[src/rtl/sync_fifo_ext.sv]
// Single-clock FIFO with any depth (including non-power-of-two), a registered
// occupancy count, programmable almost-full/almost-empty flags, sticky
// overflow/underflow errors, a synchronous flush, and either a registered
// (standard) or first-word-fall-through read port.
module sync_fifo_ext #(
    parameter  int DATA_WIDTH = 32,
    parameter  int DEPTH      = 10,
    parameter  int FWFT       = 0,
    parameter  int AF_THRESH  = 8,
    parameter  int AE_THRESH  = 2,
    localparam int CW         = $clog2(DEPTH + 1),
    localparam int PW         = $clog2(DEPTH)
) (
    input  logic                  clk,
    input  logic                  rst,
    input  logic                  flush,
    input  logic                  w_en,
    input  logic [DATA_WIDTH-1:0] data_in,
    input  logic                  r_en,
    output logic [DATA_WIDTH-1:0] data_out,
    output logic                  full,
    output logic                  empty,
    output logic                  almost_full,
    output logic                  almost_empty,
    output logic [CW-1:0]         count,
    output logic                  overflow,
    output logic                  underflow
);

    if (DEPTH < 2 || AF_THRESH < 1 || AF_THRESH > DEPTH ||
        AE_THRESH < 0 || AE_THRESH >= DEPTH || (FWFT != 0 && FWFT != 1)) begin : g_param_check
        $error("sync_fifo_ext: illegal parameter combination");
    end

    localparam logic [PW-1:0] PTR_LAST = PW'(DEPTH - 1);

    logic [DATA_WIDTH-1:0] mem_q [DEPTH];

    logic [PW-1:0] w_ptr_q, w_ptr_d;
    logic [PW-1:0] r_ptr_q, r_ptr_d;
    logic [CW-1:0] count_q, count_d;
    logic          overflow_q, overflow_d;
    logic          underflow_q, underflow_d;
    logic          rd_ok, wr_ok;

    // Flags are decoded from the registered count only.
    assign empty        = (count_q == '0);
    assign full         = (count_q == CW'(DEPTH));
    assign almost_full  = (count_q >= CW'(AF_THRESH));
    assign almost_empty = (count_q <= CW'(AE_THRESH));
    assign count        = count_q;
    assign overflow     = overflow_q;
    assign underflow    = underflow_q;

    // A write at full is still accepted when a read frees a slot in the same cycle.
    assign rd_ok = r_en & ~empty;
    assign wr_ok = w_en & (~full | rd_ok);

    // Next-state: pointer wrap by compare, count update, sticky errors, flush clear.
    always_comb begin
        w_ptr_d     = w_ptr_q;
        r_ptr_d     = r_ptr_q;
        count_d     = count_q;
        overflow_d  = overflow_q;
        underflow_d = underflow_q;
        if (flush) begin
            w_ptr_d     = '0;
            r_ptr_d     = '0;
            count_d     = '0;
            overflow_d  = 1'b0;
            underflow_d = 1'b0;
        end else begin
            if (wr_ok) begin
                w_ptr_d = (w_ptr_q == PTR_LAST) ? '0 : w_ptr_q + PW'(1);
            end
            if (rd_ok) begin
                r_ptr_d = (r_ptr_q == PTR_LAST) ? '0 : r_ptr_q + PW'(1);
            end
            if (wr_ok && !rd_ok) begin
                count_d = count_q + CW'(1);
            end else if (rd_ok && !wr_ok) begin
                count_d = count_q - CW'(1);
            end
            if (w_en && !wr_ok) begin
                overflow_d = 1'b1;
            end
            if (r_en && !rd_ok) begin
                underflow_d = 1'b1;
            end
        end
    end

    // Control state register with synchronous reset.
    always_ff @(posedge clk) begin
        if (rst) begin
            w_ptr_q     <= '0;
            r_ptr_q     <= '0;
            count_q     <= '0;
            overflow_q  <= 1'b0;
            underflow_q <= 1'b0;
        end else begin
            w_ptr_q     <= w_ptr_d;
            r_ptr_q     <= r_ptr_d;
            count_q     <= count_d;
            overflow_q  <= overflow_d;
            underflow_q <= underflow_d;
        end
    end

    // Storage write; contents are deliberately left untouched by reset and flush.
    always_ff @(posedge clk) begin
        if (!rst && !flush && wr_ok) begin
            mem_q[w_ptr_q] <= data_in;
        end
    end

    if (FWFT == 0) begin : g_std
        logic [DATA_WIDTH-1:0] data_out_q;

        // Registered read: the old word at r_ptr is captured, even when the
        // same slot is rewritten at full in this cycle.
        always_ff @(posedge clk) begin
            if (rst || flush) begin
                data_out_q <= '0;
            end else if (rd_ok) begin
                data_out_q <= mem_q[r_ptr_q];
            end
        end

        assign data_out = data_out_q;
    end else begin : g_fwft
        // Head word is presented directly; r_en acknowledges it.
        assign data_out = empty ? '0 : mem_q[r_ptr_q];
    end

endmodule

[config.mk]
export PLATFORM = sky130hd
export DESIGN_NAME = sync_fifo_ext
export DESIGN_NICKNAME = d
export VERILOG_FILES = /design/src/rtl/sync_fifo_ext.sv
export SDC_FILE = /design/constraint.sdc
export NUM_CORES = 1
export LEC_CHECK = 0
export BUFFER_PORTS_ARGS = -buffer_cell sky130_fd_sc_hd__buf_2
export CORE_ASPECT_RATIO = 1.2
export CORE_UTILIZATION = 30
export CTS_CLUSTER_SIZE = 8
export DETAILED_ROUTE_END_ITERATION = 6
export PLACE_DENSITY_LB_ADDON = 0.2
export SLEW_MARGIN = 40
export SYNTH_ARGS = -nofsm -noshare
export SYNTH_HDL_FRONTEND = slang
export SYNTH_SLANG_ARGS = --single-unit
[constraint.sdc]
create_clock -name clk -period 5.64 [get_ports clk]
set_input_delay 0.846 -clock clk [delete_from_list [all_inputs] [get_ports clk]]
set_output_delay 0.846 -clock clk [all_outputs]
set_load 0.02 [all_outputs]
==> reports/metrics.yaml, run 1 <==
critical_path:
  crit_fanout: 17
  rrSetupSlack_ns: 2.75
  worstSetupEndpointType: "flop"
  ff2ff_path_depth: 5
  r2r_start: "count[0]$_SDFFE_PP0P_"
  cp_slowest_stage_delay_ns: 0.68
  worst-path-buf-inv: 1
  r2r_end: "mem_q[3][5]$_DFFE_PP_"
  arrival_ns: 3.11
  cp_num_cells: 5
  required_ns: 5.86
  cp-start-kind: "flop"
  critPathKind: "flop to flop"
  path_delay_family: "simple AND/OR/NAND/NOR gates"
  cp_slowest_cell: "or4_1"
  path_cells: "nand4bb_1 > o21ai_1 > or4_1 > nor2_4 > buf_4"
logic_synthesis:
  post-synth-top-area-cell: "edfxtp_1"
  syn_inst: 750
  synthTopCellsByCount: "edfxtp_1, a21oi_1, dfxtp_1"
  synth_flop_cell: "edfxtp_1"
  syn_area_sq_mm: 0.0142
  avgSynthCellArea_sq_um: 18.9
  yosysMostFrequentCell: "edfxtp_1"
  ys_warn_count: 0
  synth_area_leaders: "edfxtp_1, mux4_1, dfxtp_1"
  ys_seq_area_share_pct: 74.3
  synth_top_area_share_pct: 67.8
  ys_async_sr_fraction_pct: 0
  synth_edf_count: 320
  ys_ff_latch: 366
  syn_nets: 791
  netlist-cell-type-count: 40
clock_network:
  cts_hold_buf: 0
  clock_sinks: 366
  clkTransAtPathRegs_ns: 0.05
  htreeDepth: 2
  cts_made_buffers: 51
  cts-root-buf: "clkbuf_16"
  cts_buffer_depth: 3
  clk-insertion-delay-late_ns: 0.55
  cts_resized: 0
  cts_setup_buffers: 0
  cts_tree: "done"
grt:
  grt_pass1_wl_mm: 46.3
  first_global_vias: 7435
  antenna_found_initial: 0
  grt_util_met2_pct: 21.7
  grt_most_used_layer: "met2"
  grt_use_met1_pct: 16.5
  overflow: 0
  gr-usage-met3_pct: 2.41
  grt_max_degree: 68
  grt.total_usage_pct: 12.8
floorplan:
  die_h_um: 240
  fp.dieArea_sq_mm: 0.0481
  row_count: 86
  fp.dieW_um: 200
  top_level_ports: 79
  core_sq_mm: 0.0463
  start_util_pct: 30.6
pwr:
  p_per_area_mw_per_mm2: 364
  vdd_drop_max_mv: 0.208
  power_w: 0.00613
  power.leakage_nw: 5.43
timing:
  fin_setup_tns_ns: 0
  setup_violations: 0
  holdWs_ns: 0.450
  drv_slew: 0
  finalHoldViolations: 0
  finalCritPeriodShare_pct: 51.3
  tightest_slew_ns: 0.805
  skew_ns: 0.0152
  relSlewSlack_pct: 46.3
  rsz0062_at_grt: "false"
  fmax_mhz: 345
  finalCriticalPeriod_ns: 2.89
job:
  cap_violations: 0
place:
  io_buffer_count: 78
  placed_cells: 1417
  dp_hpwl_mm: 17.2
  gp_congestion: 0.672
detailed_routing:
  vias: 7115
  ant_nets: 0
  drt-pass1-iter-count: 6
  drt-wirelength-per-cell_um: 20.2
  viasPerCell: 4.71
  initialDrtViolationCount: 471
  wl_mm: 30.5
  drc: 0
hold_path:
  hp-class: "flop to flop"
  hold_path_startpoint: "data_out[28]$_SDFFE_PP0P_"
  min_to: "data_out[28]$_SDFFE_PP0P_"
  worstHoldPathCells: 2
cells_and_area:
  drive_above_1_share_pct: 25.0
  fin_util_pct: 36.4
  nets: 897
  antenna_cells: 0
  area_growth_pct: 18.9
  final_cells: 1512
status:
  outcome: "finished clean"
-- placed cells by master (no fill, tap or decap), types with 2 or more instances in the layout --
cell / netlist / layout
a211oi_1: 2 / 2
a21oi_1: 72 / 72
a31o_2: 2 / 2
buf_16: 0 / 2
buf_2: 12 / 78
buf_4: 2 / 18
clkbuf_1: 24 / 40
clkbuf_16: 0 / 53
dfxtp_1: 46 / 42
dfxtp_2: 0 / 3
edfxtp_1: 320 / 320
ha_1: 3 / 3
inv_1: 4 / 3
mux2_2: 32 / 32
mux2i_1: 33 / 33
mux4_1: 44 / 44
mux4_2: 20 / 20
nand2_1: 37 / 37
nand2b_1: 4 / 4
nand3_1: 3 / 3
nor2_1: 18 / 12
nor2_4: 0 / 6
nor2b_1: 3 / 3
nor3_2: 0 / 2
o21ai_0: 4 / 4
o21ai_1: 32 / 32
or3_1: 3 / 3
xnor2_1: 3 / 3
xor2_1: 2 / 2
-- how the worst max path moves through the flow --
stage                     startpoint                endpoint  slack, ns
2_1_floorplan                   r_en   mem_q[8][0]$_DFFE_PP_       0.92
3_3_place_gp                   flush  mem_q[1][11]$_DFFE_PP_       2.23
3_5_place_dp                   flush  mem_q[1][11]$_DFFE_PP_       2.20
4_1_cts        count[0]$_SDFFE_PP0P_   mem_q[1][7]$_DFFE_PP_       2.62
5_1_grt        count[0]$_SDFFE_PP0P_   mem_q[2][3]$_DFFE_PP_       2.56
6_report       count[0]$_SDFFE_PP0P_   mem_q[3][5]$_DFFE_PP_       2.75
-- kinds of logic after synthesis --
logic type                 after synthesis  synth area share (%)
DFF                                    366                  74.3
muxes                                  129                  16.2
AOI/OAI and AO/OA                      117                  4.37
and+or+nand+nor                         79                  2.55
buffers and inverters                   50                  1.85
xor gates and xnor gates                 5                 0.309
adders and majority gates                4                 0.406
-- state kept, by name (all words and copies together), names as in the netlist --
name / count
r_ptr_q: 4
w_ptr_q: 4
overflow: 1
data_out: 32
underflow: 1
mem_q: 320
count: 4
-- worst register-to-register path: stages, from the launching register on --
cell and delay [ns]:
dfxtp_1 0.50, nand4bb_1 0.25, o21ai_1 0.16, or4_1 0.68, nor2_4 0.58, buf_4 0.39
-- where the power goes --
part | internal (W) | switching, W | total, W
Clock | 0.00174 | 0.00109 | 0.00283
Sequential | 0.00297 | 0.0000246 | 0.00299
Combinational | 0.000121 | 0.000185 | 0.000306
-- per-layer routing --
layer  part of all wire, %  vias up
met4                   1.9        0
met5                     0        -
met3                   5.1       49
met1                    44     3650
li1                      -     3256
met2                    49      160
-- final cells by class --
cell class / instances / area (sq um)
Inverter: 4 / 15.0
Clock buffer: 93 / 1480
Fill cell: 4365 / 29400
Tap cell: 616 / 771
Multi-Input combinational cell: 334 / 3450
Sequential cell: 366 / 10500
Timing Repair Buffer: 99 / 601
-- through the flow --
stage	area (sq um)	worst slack (ns)
CTS	16800	2.62
global placement	15300	2.23
floorplan	14200	0.917
global route	16900	2.56
detailed placement	15300	2.20
finish	16900	2.75
No activity file was read; power rests on OpenSTA's default activity.
==> inputs of run 2 (changes only) <==
Clock period 5.64 ns to 2.79 ns, I/O delays scaled along.
==> run 2 against run 1 <==
Via count down 0.18%. Core utilization grew 0.28 points. Critical path depth rose by 5. Final cell count is 0.73% higher. Die area stayed put. Largest cell class unchanged.
==> reports/metrics.yaml, run 2 (synthesized netlist as in run 1, its figures left out) <==
status:
  outcome: "finished clean"
detailed_routing:
  drc: 0
  ant_nets: 0
  viasPerCell: 4.66
  wl_mm: 30.6
  initialDrtViolationCount: 451
  vias: 7102
  drt-pass1-iter-count: 5
  drt-wirelength-per-cell_um: 20.1
cells_and_area:
  top_register: "mem_q"
  antenna_cells: 0
  area_growth_pct: 19.8
  layout_commonest_cell: "edfxtp_1"
  nets: 907
  fin_util_pct: 36.7
  drive_above_1_share_pct: 25.9
  largest_reg_flops: 320
  final_cell_mix: "edfxtp_1, buf_2, a21oi_1"
floorplan:
  fp.dieW_um: 200
  start_util_pct: 30.6
  core_sq_mm: 0.0463
  die_h_um: 240
  row_count: 86
  top_level_ports: 79
  fp.dieArea_sq_mm: 0.0481
grt:
  overflow: 0
  antenna_found_initial: 2
  first_global_vias: 7321
  grt_max_degree: 69
  grt.total_usage_pct: 13.0
  grt_pass1_wl_mm: 46.5
critical_path:
  rrSetupSlack_ns: 0.29
  critPathKind: "flop to flop"
  worstSetupEndpointType: "flop"
  required_ns: 3.23
  arrival_ns: 2.94
  cp-start-kind: "flop"
  crit_fanout: 8
place:
  dp_hpwl_mm: 16.7
  gp_congestion: 0.680
  dp_slack_ns: 0.216
  io_buffer_count: 78
clock_network:
  clk-insertion-delay-late_ns: 0.55
  htreeDepth: 2
  cts_setup_buffers: 0
  cts_tree: "done"
  clock_sinks: 366
  clkTransAtPathRegs_ns: 0.05
  cts_buffer_depth: 3
  cts_made_buffers: 51
  cts-root-buf: "clkbuf_16"
timing:
  rsz0062_at_grt: "false"
  finalHoldViolations: 0
  setup_slack_ns: 0.290
  setup_violations: 0
  finalCriticalPeriod_ns: 2.50
  finalCritPeriodShare_pct: 89.6
  fmax_mhz: 400
  relSlewSlack_pct: 48.8
  drv_slew: 0
  skew_ns: 0.00756
  tightest_slew_ns: 0.768
pwr:
  power.leakage_nw: 5.48
  vdd_drop_max_mv: 0.387
  p_per_area_mw_per_mm2: 725
hold_path:
  hp-class: "primary input to flop"
job:
  cap_violations: 0
==> run 2: cell types whose count changed in the layout (fill, tap and decap cells not counted), moves of 2 or more <==
cell and delta:
buf_4 +4, nor3_4 +2, clkbuf_16 -2, nor3_2 -2
buf_16 -2, buf_12 +7
==> run 2: path summary, 6_finish.rpt <==
path / from / end / depth (start not counted)
max reg2reg: count[1]$_SDFFE_PP0P_ / count[3]$_SDFFE_PP0P_ / 10
min reg2reg: data_out[29]$_SDFFE_PP0P_ / data_out[29]$_SDFFE_PP0P_ / 2
max: count[1]$_SDFFE_PP0P_ / count[3]$_SDFFE_PP0P_ / 10
min: w_en / overflow$_SDFFE_PP0P_ / 3
==> run 2: power breakdown <==
group	total, W	internal, W	leakage [nW]	switching [W]
combinational	0.000649	0.000255	1.53	0.000394
clock	0.00562	0.00344	0.689	0.00218
sequential	0.00604	0.00600	3.26	0.0000332
total	0.0123	0.00969	5.48	0.00261
==> run 2: worst max-delay path, cell delays in order, from the launching register on <==
cell and delay (ns):
dfxtp_1 0.49, nand4bb_1 0.24, o21ai_2 0.26, inv_1 0.13, ha_1 0.21, inv_1 0.13
ha_1 0.28, a21oi_1 0.19, a211o_1 0.17, a211oi_1 0.06, a31o_2 0.24
==> run 2: metal layers <==
metal	GRT usage [%]	up-vias	share of wire [%]	routed length, um
met2	21.3	128	48	14600
met1	17.3	3644	46	14000
met4	4.37	4	2.3	707
met5	0	-	0.075	23
met3	2.43	56	4.3	1320
li1	-	3270	-	-
==> run 2: layout make-up <==
type / instances / area, sq um
flip-flops and latches: 366 / 10500
multi-input cells: 334 / 3480
fillers: 4375 / 29300
clock inverters: 1 / 8.76
clock buffers: 93 / 1440
inverters: 4 / 15.0
well taps: 616 / 771
repair buffers: 109 / 727
==> run 2: through the flow <==
| stage | power [W] | cells | hold WS, ns | cell area [sq um] | setup TNS (ns) |
|---|---|---|---|---|---|
| 2_1_floorplan | 0.00657 | 750 | 0.484 | 14200 | -78.58 |
| 3_3_place_gp | 0.00679 | 1429 | 0.440 | 15500 | 0 |
| 3_5_place_dp | 0.00680 | 1429 | 0.444 | 15500 | 0 |
| 4_1_cts | 0.0125 | 1523 | 0.104 | 17000 | 0 |
| 5_1_grt | 0.0128 | 1523 | 0.151 | 17000 | 0 |
| 6_report | 0.0123 | 1523 | 0.142 | 17000 | 0 |
==> run 2: what timing repair did <==
| action | CTS | global route |
|---|---|---|
| setup endpoints to repair | 0 | 1 |
| resized for setup | 0 | 1 |
| hold buffers | 0 | 0 |
